===== config.mk =====
export PLATFORM = sky130hd
export DESIGN_NAME = ula_seq
export DESIGN_NICKNAME = d
export VERILOG_FILES = /design/src/rtl/ula_seq.sv
export SDC_FILE = /design/constraint.sdc
export NUM_CORES = 1
export LEC_CHECK = 0
export ABC_AREA = 1
export CELL_PAD_IN_SITES_DETAIL_PLACEMENT = 1
export CELL_PAD_IN_SITES_GLOBAL_PLACEMENT = 2
export CORE_UTILIZATION = 27
export DETAILED_ROUTE_END_ITERATION = 16
export GPL_TIMING_DRIVEN = 0
export HOLD_SLACK_MARGIN = 0.03
export PLACE_DENSITY = 0.88
export SKIP_LAST_GASP = 1
export SYNTH_ARGS = -nofsm -noshare
export SYNTH_HDL_FRONTEND = slang
export SYNTH_SLANG_ARGS = --single-unit

===== constraint.sdc =====
create_clock -name clk -period 2 [get_ports clk]
set_clock_uncertainty 0.1 [all_clocks]
set_input_delay 0.3 -clock clk [delete_from_list [all_inputs] [get_ports clk]]
set_output_delay 0.3 -clock clk [all_outputs]
set_load 0.02 [all_outputs]

===== src/rtl/ula_seq.sv =====
// ula_seq: self-running LFSR stimulus initiator for a combinational 16-bit ULA,
// emitting one operand/control/result record per operation over valid/ready.
// Optional feature macro ULA_SEQ_STALLCNT_EN adds the saturating stall_cnt output.
module ula_seq #(
  parameter logic [7:0]  N_OPS    = 8'd10,
  parameter logic [15:0] SEED     = 16'hACE1,
  parameter logic [4:0]  CTRL_MAX = 5'd31
) (
  input  logic        clk,
  input  logic        rst_n,
  input  logic        start,
  output logic        busy,
  output logic        done,
  output logic [15:0] operandoA,
  output logic [15:0] operandoB,
  output logic [4:0]  controle,
  input  logic [15:0] resultadoOp,
  output logic        rec_valid,
  input  logic        rec_ready,
  output logic [15:0] rec_opA,
  output logic [15:0] rec_opB,
  output logic [4:0]  rec_ctrl,
  output logic [15:0] rec_res,
  output logic [7:0]  rec_idx
`ifdef ULA_SEQ_STALLCNT_EN
  ,
  output logic [15:0] stall_cnt
`endif
);

  typedef enum logic [1:0] {S_IDLE, S_SETTLE, S_EMIT} state_t;

  localparam logic [15:0] LFSR_TAPS = 16'hB400;
  // An all-zero seed would lock the LFSR at zero forever.
  localparam logic [15:0] SEED_EFF  = (SEED == 16'h0000) ? 16'h0001 : SEED;

  function automatic logic [15:0] lfsr_next(input logic [15:0] l);
    return (l >> 1) ^ (l[0] ? LFSR_TAPS : 16'h0000);
  endfunction

  state_t      r_state;
  logic [15:0] r_lfsr;
  logic [15:0] r_op_a;
  logic [15:0] r_op_b;
  logic [4:0]  r_ctrl;
  logic [7:0]  r_idx;
  logic        r_busy;
  logic        r_done;
  logic        r_valid;
  logic [15:0] r_rec_a;
  logic [15:0] r_rec_b;
  logic [4:0]  r_rec_ctrl;
  logic [15:0] r_rec_res;
  logic [7:0]  r_rec_idx;

  logic [15:0] w_seed_1;
  logic [15:0] w_seed_2;
  logic [15:0] w_lfsr_1;
  logic [15:0] w_lfsr_2;
  logic [4:0]  w_ctrl_next;
  logic        w_last;

  assign w_seed_1    = lfsr_next(SEED_EFF);
  assign w_seed_2    = lfsr_next(w_seed_1);
  assign w_lfsr_1    = lfsr_next(r_lfsr);
  assign w_lfsr_2    = lfsr_next(w_lfsr_1);
  assign w_ctrl_next = (r_ctrl >= CTRL_MAX) ? 5'd0 : r_ctrl + 5'd1;
  assign w_last      = (r_idx == N_OPS - 8'd1);

  // NOTE: every register, outputs included, is cleared by the async reset so an
  // aborted run leaves nothing half-emitted; non-blocking assignments keep each
  // edge reading only the previous cycle's state.
  always_ff @(posedge clk or negedge rst_n) begin
    if (!rst_n) begin
      r_state    <= S_IDLE;
      r_lfsr     <= '0;
      r_op_a     <= '0;
      r_op_b     <= '0;
      r_ctrl     <= '0;
      r_idx      <= '0;
      r_busy     <= 1'b0;
      r_done     <= 1'b0;
      r_valid    <= 1'b0;
      r_rec_a    <= '0;
      r_rec_b    <= '0;
      r_rec_ctrl <= '0;
      r_rec_res  <= '0;
      r_rec_idx  <= '0;
    end else begin
      r_done <= 1'b0;
      case (r_state)
        S_IDLE: begin
          if (start) begin
            if (N_OPS != 8'd0) begin
              r_op_a  <= SEED_EFF;
              r_op_b  <= w_seed_1;
              r_lfsr  <= w_seed_2;
              r_ctrl  <= '0;
              r_idx   <= '0;
              r_busy  <= 1'b1;
              r_state <= S_SETTLE;
            end else begin
              r_done <= 1'b1;
            end
          end
        end
        S_SETTLE: begin
          // The ULA has had one full cycle to settle on the driven operands.
          r_rec_a    <= r_op_a;
          r_rec_b    <= r_op_b;
          r_rec_ctrl <= r_ctrl;
          r_rec_idx  <= r_idx;
          r_rec_res  <= resultadoOp;
          r_valid    <= 1'b1;
          r_state    <= S_EMIT;
        end
        S_EMIT: begin
          if (r_valid && rec_ready) begin
            r_valid <= 1'b0;
            if (w_last) begin
              r_done  <= 1'b1;
              r_busy  <= 1'b0;
              r_state <= S_IDLE;
            end else begin
              r_idx   <= r_idx + 8'd1;
              r_op_a  <= r_lfsr;
              r_op_b  <= w_lfsr_1;
              r_lfsr  <= w_lfsr_2;
              r_ctrl  <= w_ctrl_next;
              r_state <= S_SETTLE;
            end
          end
        end
        default: r_state <= S_IDLE;
      endcase
    end
  end

`ifdef ULA_SEQ_STALLCNT_EN
  logic [15:0] r_stall;

  always_ff @(posedge clk or negedge rst_n) begin
    if (!rst_n) begin
      r_stall <= '0;
    end else if (r_state == S_IDLE && start) begin
      r_stall <= '0;
    end else if (r_state == S_EMIT && r_valid && !rec_ready && r_stall != 16'hFFFF) begin
      r_stall <= r_stall + 16'd1;
    end
  end

  assign stall_cnt = r_stall;
`endif

  assign busy      = r_busy;
  assign done      = r_done;
  assign operandoA = r_op_a;
  assign operandoB = r_op_b;
  assign controle  = r_ctrl;
  assign rec_valid = r_valid;
  assign rec_opA   = r_rec_a;
  assign rec_opB   = r_rec_b;
  assign rec_ctrl  = r_rec_ctrl;
  assign rec_res   = r_rec_res;
  assign rec_idx   = r_rec_idx;

endmodule

==> out/metrics.csv, run 1 <==
stage,metric,value,unit
setup_path,Crit Path Max Fanout,8,
setup_path,reg2reg start,r_idx[1],
setup_path,CP required,1600,ps
clocking,clock net sink count,88,
placement,routability cong.,0.778,
flow_run,max cap viols,0,
logic_synthesis,net count after synthesis,509,
timing,Tmin final,1930,ps
finish,Syn-to-layout area delta,43.1,%
floorplan,die width,126,µm
logic_synthesis,Area contributors post-synth,"dfrtp_1, nand2_1, buf_4",
logic_synthesis,cell taking the most area after synthesis,dfrtp_1,
timing,upper clock frequency limit,0.519,GHz
drt,DRC,0,
setup_path,reg2reg end,r_lfsr[5],
floorplan,num ports,121,
placement,DP HPWL,9.11,mm
logic_synthesis,Ys Warns,0,
finish,final instance area,0.00593,mm²
setup_path,Worst R2R Path Depth,9,
placement,Post-Place Cell Area,0.00560,mm²
timing,fin crit share,96.3,%
timing,Final setup viols,0,
drt,wire length per cell,15.2,µm
grt,initial antenna violation count,0,
timing,Slew headroom,63.5,%
finish,n_diodes,0,
floorplan,Std-Cell Rows,44,
logic_synthesis,post-synthesis cell area,0.00415,mm²
grt,first-pass GRT wire length,20.7,mm
floorplan,Die Ht,126,µm
status,status,finished clean,
placement,Cell Count Post-Placement,790,
setup_path,Crit-path slowest cell,clkdlybuf4s50_1,
worst_hold_path,Hold Path Class,input port to async pin,
logic_synthesis,cell count after synthesis,485,
logic_synthesis,Simple-Gate Fraction of Synth Area,24.9,%
clocking,CTS buffer count,9,
finish,post-route insts no fill,807,
pwr,switching share of power,20.3,%
timing,Final WS setup,73.6,ps
logic_synthesis,main combinational cell family by area after synthesis,simple AND/OR/NAND/NOR gates,
setup_path,Crit Path Class,flip-flop to output pin,
setup_path,Worst setup EP type,output pin,
pwr,sequential power share,48.7,%
drt,DR iter-0 viols,156,
clocking,Root Driver,clkbuf_16,
timing,hold violation count in the final report,0,
drt,Detail Route Antenna Nets,0,
setup_path,data arrival time of the critical path,1530,ps
logic_synthesis,post-synthesis mux area share,0,%
logic_synthesis,post-synth top area share,53.1,%
grt,Total GRT Usage,16.7,%
clocking,Max Buffers Root-to-Sink,2,
clocking,CTS tree,yes,
pwr,Switch Pwr,743,µW
pwr,Leakage,2.77,nW
pwr,Int Pwr,2.91,mW
setup_path,CP Cell Sequence,buf_4 > clkdlybuf4s50_1,
logic_synthesis,Yosys reg bits,88,
timing,max-slew violations,0,
pwr,VDD IR max,0.442,mV
finish,share of cells above drive strength 1,17.2,%
placement,DP Worst Slack,239,ps
pwr,Clk pwr share,49.1,%
clocking,H-tree depth,3,
floorplan,die area,0.0159,mm²
setup_path,CP peak stage delay,610,ps
logic_synthesis,Netlist cell types,23,
clocking,clock slew at reported path FFs,70,ps
timing,transition time of the tightest slew-check pin,547,ps
timing,final hold slack,359,ps
logic_synthesis,area fraction in compound gates after synthesis,8.57,%
floorplan,Initial Util,28.1,%
finish,# nets final,642,
setup_path,crit path buf inv count,2,
logic_synthesis,post-synthesis share of cell area spent on xor and xnor gates,0,%
pwr,pwr dens,617,mW/mm²
drt,vias per inst,4.45,
finish,final-layout fill cell count,1742,
grt,vias in the first global route,3902,
setup_path,r2r setup slk,300,ps
grt,total gr overflow,0,
drt,via count,3591,
grt,largest net degree at the start of global routing,56,
clocking,post-CTS setup buffers,0,
pwr,Comb power frac,2.2,%
logic_synthesis,sequential element share of the synthesized area,53.1,%
setup_path,cell family with most CP delay,buffers and inverters,
drt,WL final,12.2,mm
drt,Pre-antenna DRT Iters,4,
logic_synthesis,Mapped Avg Cell Area,8.55,µm²
logic_synthesis,Synth Area in Adders,1.21,%
placement,Buffers on Ports,120,
clocking,Worst-Skew Late Latency,340,ps
timing,RSZ-0062 raised after global routing,no,
setup_path,Startpoint Class,flip-flop,
floorplan,core area,0.0148,mm²
-- flip-flops by register name (all words and copies together), names as in the netlist --
register   cells
busy           1
rec_res       16
rec_valid      1
rec_opA       15
operandoA      5
r_state        2
controle       5
rec_opB        4
rec_ctrl       5
done           1
operandoB      2
r_lfsr        15
r_idx          8
rec_idx        8
-- power by group through the flow --
| stage | Clock (mW) | Sequential [mW] | Combinational (mW) |
|---|---|---|---|
| 2_1_floorplan | 0 | 1.81 | 0.0000232 |
| 4_1_cts | 1.85 | 1.78 | 0.0843 |
| 6_report | 1.80 | 1.78 | 0.0804 |
| 3_5_place_dp | 0 | 1.81 | 0.0819 |
| 5_1_grt | 1.93 | 1.78 | 0.0906 |
| 3_3_place_gp | 0 | 1.81 | 0.0748 |
-- how the worst max path moves through the flow --
| stage | from | endpoint | slack (ps) | cells after the start |
|---|---|---|---|---|
| final | r_lfsr[0] | operandoA[2] | 70 | 2 |
| after global routing | operandoA[1] | operandoB[0] | 20 | 2 |
| after detailed placement | rec_ready | operandoA[11] | 240 | 9 |
| after CTS | r_lfsr[1] | operandoA[3] | 10 | 2 |
| after floorplan | controle[0] | controle[4] | 450 | 7 |
| after global placement | rst_n | rec_res[11] | -2860 | 1 |
-- layout by cell type, fill, tap and decap left out --
cell type / Yosys / routed
o21bai_1: 1 / 1
o21ai_0: 6 / 6
dfrtp_2: 0 / 4
dfrtp_1: 88 / 84
ha_1: 4 / 4
clkinv_4: 0 / 1
nand2_4: 1 / 1
buf_2: 7 / 7
buf_6: 6 / 6
o21ai_1: 16 / 16
bufinv_16: 0 / 2
nor2_4: 2 / 2
nor3_1: 3 / 3
clkinvlp_4: 0 / 1
a21oi_1: 4 / 4
nand3b_1: 1 / 1
dlygate4sd3_1: 0 / 1
clkinv_2: 0 / 1
nor2_1: 26 / 26
clkdlybuf4s50_1: 0 / 119
clkbuf_16: 0 / 9
clkbuf_1: 4 / 6
o21ai_2: 24 / 24
or2_2: 1 / 1
inv_2: 4 / 4
o211ai_1: 1 / 1
nand2_2: 2 / 2
inv_1: 20 / 20
buf_16: 0 / 1
nand2_1: 210 / 210
buf_4: 40 / 41
nand3_1: 14 / 14
-- cells by family after synthesis --
family          after synthesis
compound gates               52
flops                        88
simple gates                260
fa+ha+maj                     4
buf+inv                      81
-- cell type report --
class,count,area (µm²),share of cell area [%]
Sequential cell,88,2210,37.2
Clock inverter,5,81.3,1.37
Inverter,24,90.1,1.52
Clock buffer,11,233,3.92
Timing Repair Buffer,122,1240,20.8
Tap cell,184,230,3.88
Multi-Input combinational cell,316,1440,24.2
Buffer,57,418,7.04
-- metal layers --
layer	share of wire, %	GRT usage (%)	up-vias
met5	0	0	-
met4	0.95	4.61	0
met3	3.1	2.89	9
met2	51	29.8	66
met1	45	20.6	1784
li1	-	-	1732
-- synthesized netlist by cell type, drive strengths merged --
library cell	n
nand3b	1
nand3	14
clkbuf	4
nor3	3
inv	24
o21bai	1
a21oi	4
dfrtp	88
nor2	28
or2	1
o21ai	46
o211ai	1
nand2	213
buf	53
ha	4
-- stage by stage --
step / utilization [%] / TNS [ps] / total power [mW]
floorplan: - / 0 / 1.81
global placement: 37.8 / -251160 / 1.89
detailed placement: 38.0 / 0 / 1.89
CTS: 40.2 / 0 / 3.71
global route: 40.2 / 0 / 3.79
finish: 40.2 / 0 / 3.66
-- what timing repair did --
item	in CTS	in global routing
gates cloned	0	0
resized for setup	1	3
endpoints found under the setup margin	2	5
endpoints found under the hold margin	33	0
hold buffers	1	0
Power figures use the tool's default switching activity.
==> inputs of run 2 (changes only) <==
- CTS_CLUSTER_SIZE: default -> 25
==> results of run 2 <==
Same layout as run 1: the final DEF is identical, and so are final timing and power.
==> inputs of run 3 (changes only) <==
- CORE_MARGIN: default -> 2
- SETUP_SLACK_MARGIN: default -> 0.15
- SLEW_MARGIN: default -> 20
==> out/metrics.csv, run 3 (synthesized netlist as in run 1, its figures left out) <==
stage,metric,value,unit,change
placement,DP HPWL,9.17,mm,was 9.11 mm
pwr,Leakage,3.05,nW,was 2.77 nW
grt,initial antenna violation count,0,,unchanged
floorplan,Std-Cell Rows,45,,was 44
grt,largest net degree at the start of global routing,51,,was 56
clocking,clock slew at reported path FFs,60,ps,was 70 ps
finish,final-layout fill cell count,1801,,was 1742
drt,wire length per cell,15.1,µm,was 15.2 µm
grt,total gr overflow,0,,unchanged
clocking,H-tree depth,3,,unchanged
finish,share of cells above drive strength 1,17.5,%,was 17.2%
finish,n_diodes,0,,unchanged
setup_path,data arrival time of the critical path,1410,ps,was 1530 ps
drt,DRC,0,,unchanged
timing,Final TNS setup,0,ps,unchanged
floorplan,core area,0.0151,mm²,was 0.0148 mm²
drt,Pre-antenna DRT Iters,4,,unchanged
finish,"most common cell after layout, fill and taps aside",nand2_1,,unchanged
timing,fin crit share,90.3,%,was 96.3%
timing,Slew headroom,62.2,%,was 63.5%
finish,Largest register FFs,16,,unchanged
grt,Total GRT Usage,15.6,%,was 16.7%
clocking,CTS tree,yes,,unchanged
finish,final instance area,0.00593,mm²,about the same
finish,# nets final,643,,was 642
drt,Detail Route Antenna Nets,0,,unchanged
timing,RSZ-0062 raised after global routing,yes,,was no
floorplan,Initial Util,27.5,%,was 28.1%
finish,Syn-to-layout area delta,43.0,%,was 43.1%
floorplan,Die Ht,128,µm,was 126 µm
timing,transition time of the tightest slew-check pin,567,ps,was 547 ps
setup_path,Crit Path Max Fanout,3,,was 8
timing,Final WS setup,193,ps,was 73.6 ps
drt,vias per inst,4.48,,was 4.45
worst_hold_path,Hold Path Class,input port to async pin,,unchanged
clocking,CTS buffer count,9,,unchanged
drt,WL final,12.2,mm,about the same
setup_path,Worst setup EP type,output pin,,unchanged
clocking,Max Buffers Root-to-Sink,2,,unchanged
grt,first-pass GRT wire length,20.2,mm,was 20.7 mm
finish,most frequent cells in the layout,"nand2_1, dfrtp_1, clkdlybuf4s50_1",,"was nand2_1, clkdlybuf4s50_1, dfrtp_1"
grt,vias in the first global route,3913,,was 3902
drt,via count,3631,,was 3591
timing,Tmin final,1810,ps,was 1930 ps
floorplan,num ports,121,,unchanged
placement,DP Worst Slack,213,ps,was 239 ps
status,status,finished clean,,unchanged
placement,Buffers on Ports,120,,unchanged
timing,upper clock frequency limit,0.553,GHz,was 0.519 GHz
pwr,pwr dens,613,mW/mm²,was 617 mW/mm²
clocking,Root Driver,clkbuf_16,,unchanged
timing,max-slew violations,0,,unchanged
floorplan,die area,0.0164,mm²,was 0.0159 mm²
floorplan,die width,128,µm,was 126 µm
timing,Final setup viols,0,,unchanged
pwr,VDD IR max,0.464,mV,was 0.442 mV
drt,DR iter-0 viols,111,,was 156
placement,Post-Place Cell Area,0.00561,mm²,was 0.00560 mm²
setup_path,CP required,1600,ps,about the same
clocking,clock net sink count,88,,unchanged
setup_path,Crit Path Class,flip-flop to output pin,,unchanged
timing,hold violation count in the final report,0,,unchanged
setup_path,Startpoint Class,flip-flop,,unchanged
placement,routability cong.,0.808,,was 0.778
flow_run,max cap viols,0,,unchanged
clocking,Worst-Skew Late Latency,330,ps,was 340 ps
[run 3: routing by layer]
metal  vias up  GRT usage, %  wire, µm
met5         -             0         0
met4         0          6.33       249
met3        14          1.75       377
met2        70          28.3      6390
met1      1806          18.7      5200
li1       1741             -         -
[run 3: what timing repair did]
action | CTS | global route
endpoints found under the hold margin | 38 | 0
setup endpoints to repair | 30 | 10
gates resized for setup | 34 | 9
hold buffers | 1 | 0
setup buffers | 1 | 0
[run 3: final timing paths]
kind / start / end / slack, ps / cells past startpoint
max in group asynchronous: rst_n / rec_res[12] / 880 / 3
worst min-delay path: rst_n / rec_opA[10] / 340 / 2
worst max-delay path: rec_opA[6] / rec_opB[5] / 190 / 2
worst min register to register: rec_res[0] / rec_res[0] / 370 / 2
worst max register to register: r_state[0] / rec_idx[1] / 290 / 6
min in group clk: rec_res[0] / rec_res[0] / 370 / 2
[run 3: critical path, cell delays in order, from the launching register on]
cell             delay [ps]
dfrtp_1                 380
buf_4                   120
clkdlybuf4s50_1         590
[run 3: final cells by class]
class	count	area [µm²]	area share (%)
buffer	57	418	7.05
clock buffer	10	239	4.03
clock inverter	4	70.1	1.18
inverter	24	92.6	1.56
multi-input combinational	316	1440	24.2
sequential	88	2210	37.3
tap	188	235	3.97
timing repair buffer	123	1230	20.7
[run 3: where the power goes]
group	switching, mW	total (mW)	internal [mW]
logic	0.0414	0.0806	0.0392
registers	0	1.78	1.78
clock network	0.663	1.77	1.11
total	0.704	3.63	2.93
[run 3: per-stage QoR]
stage | hold WS [ps] | cells | utilization [%] | total power [mW]
3_3_place_gp | 353 | 793 | 37.0 | 1.89
6_report | 339 | 810 | 39.3 | 3.63
3_5_place_dp | 135 | 794 | 37.2 | 1.90
5_1_grt | 370 | 810 | 39.3 | 3.77
4_1_cts | 351 | 810 | 39.2 | 3.69
2_1_floorplan | -95.6 | 485 | - | 1.81
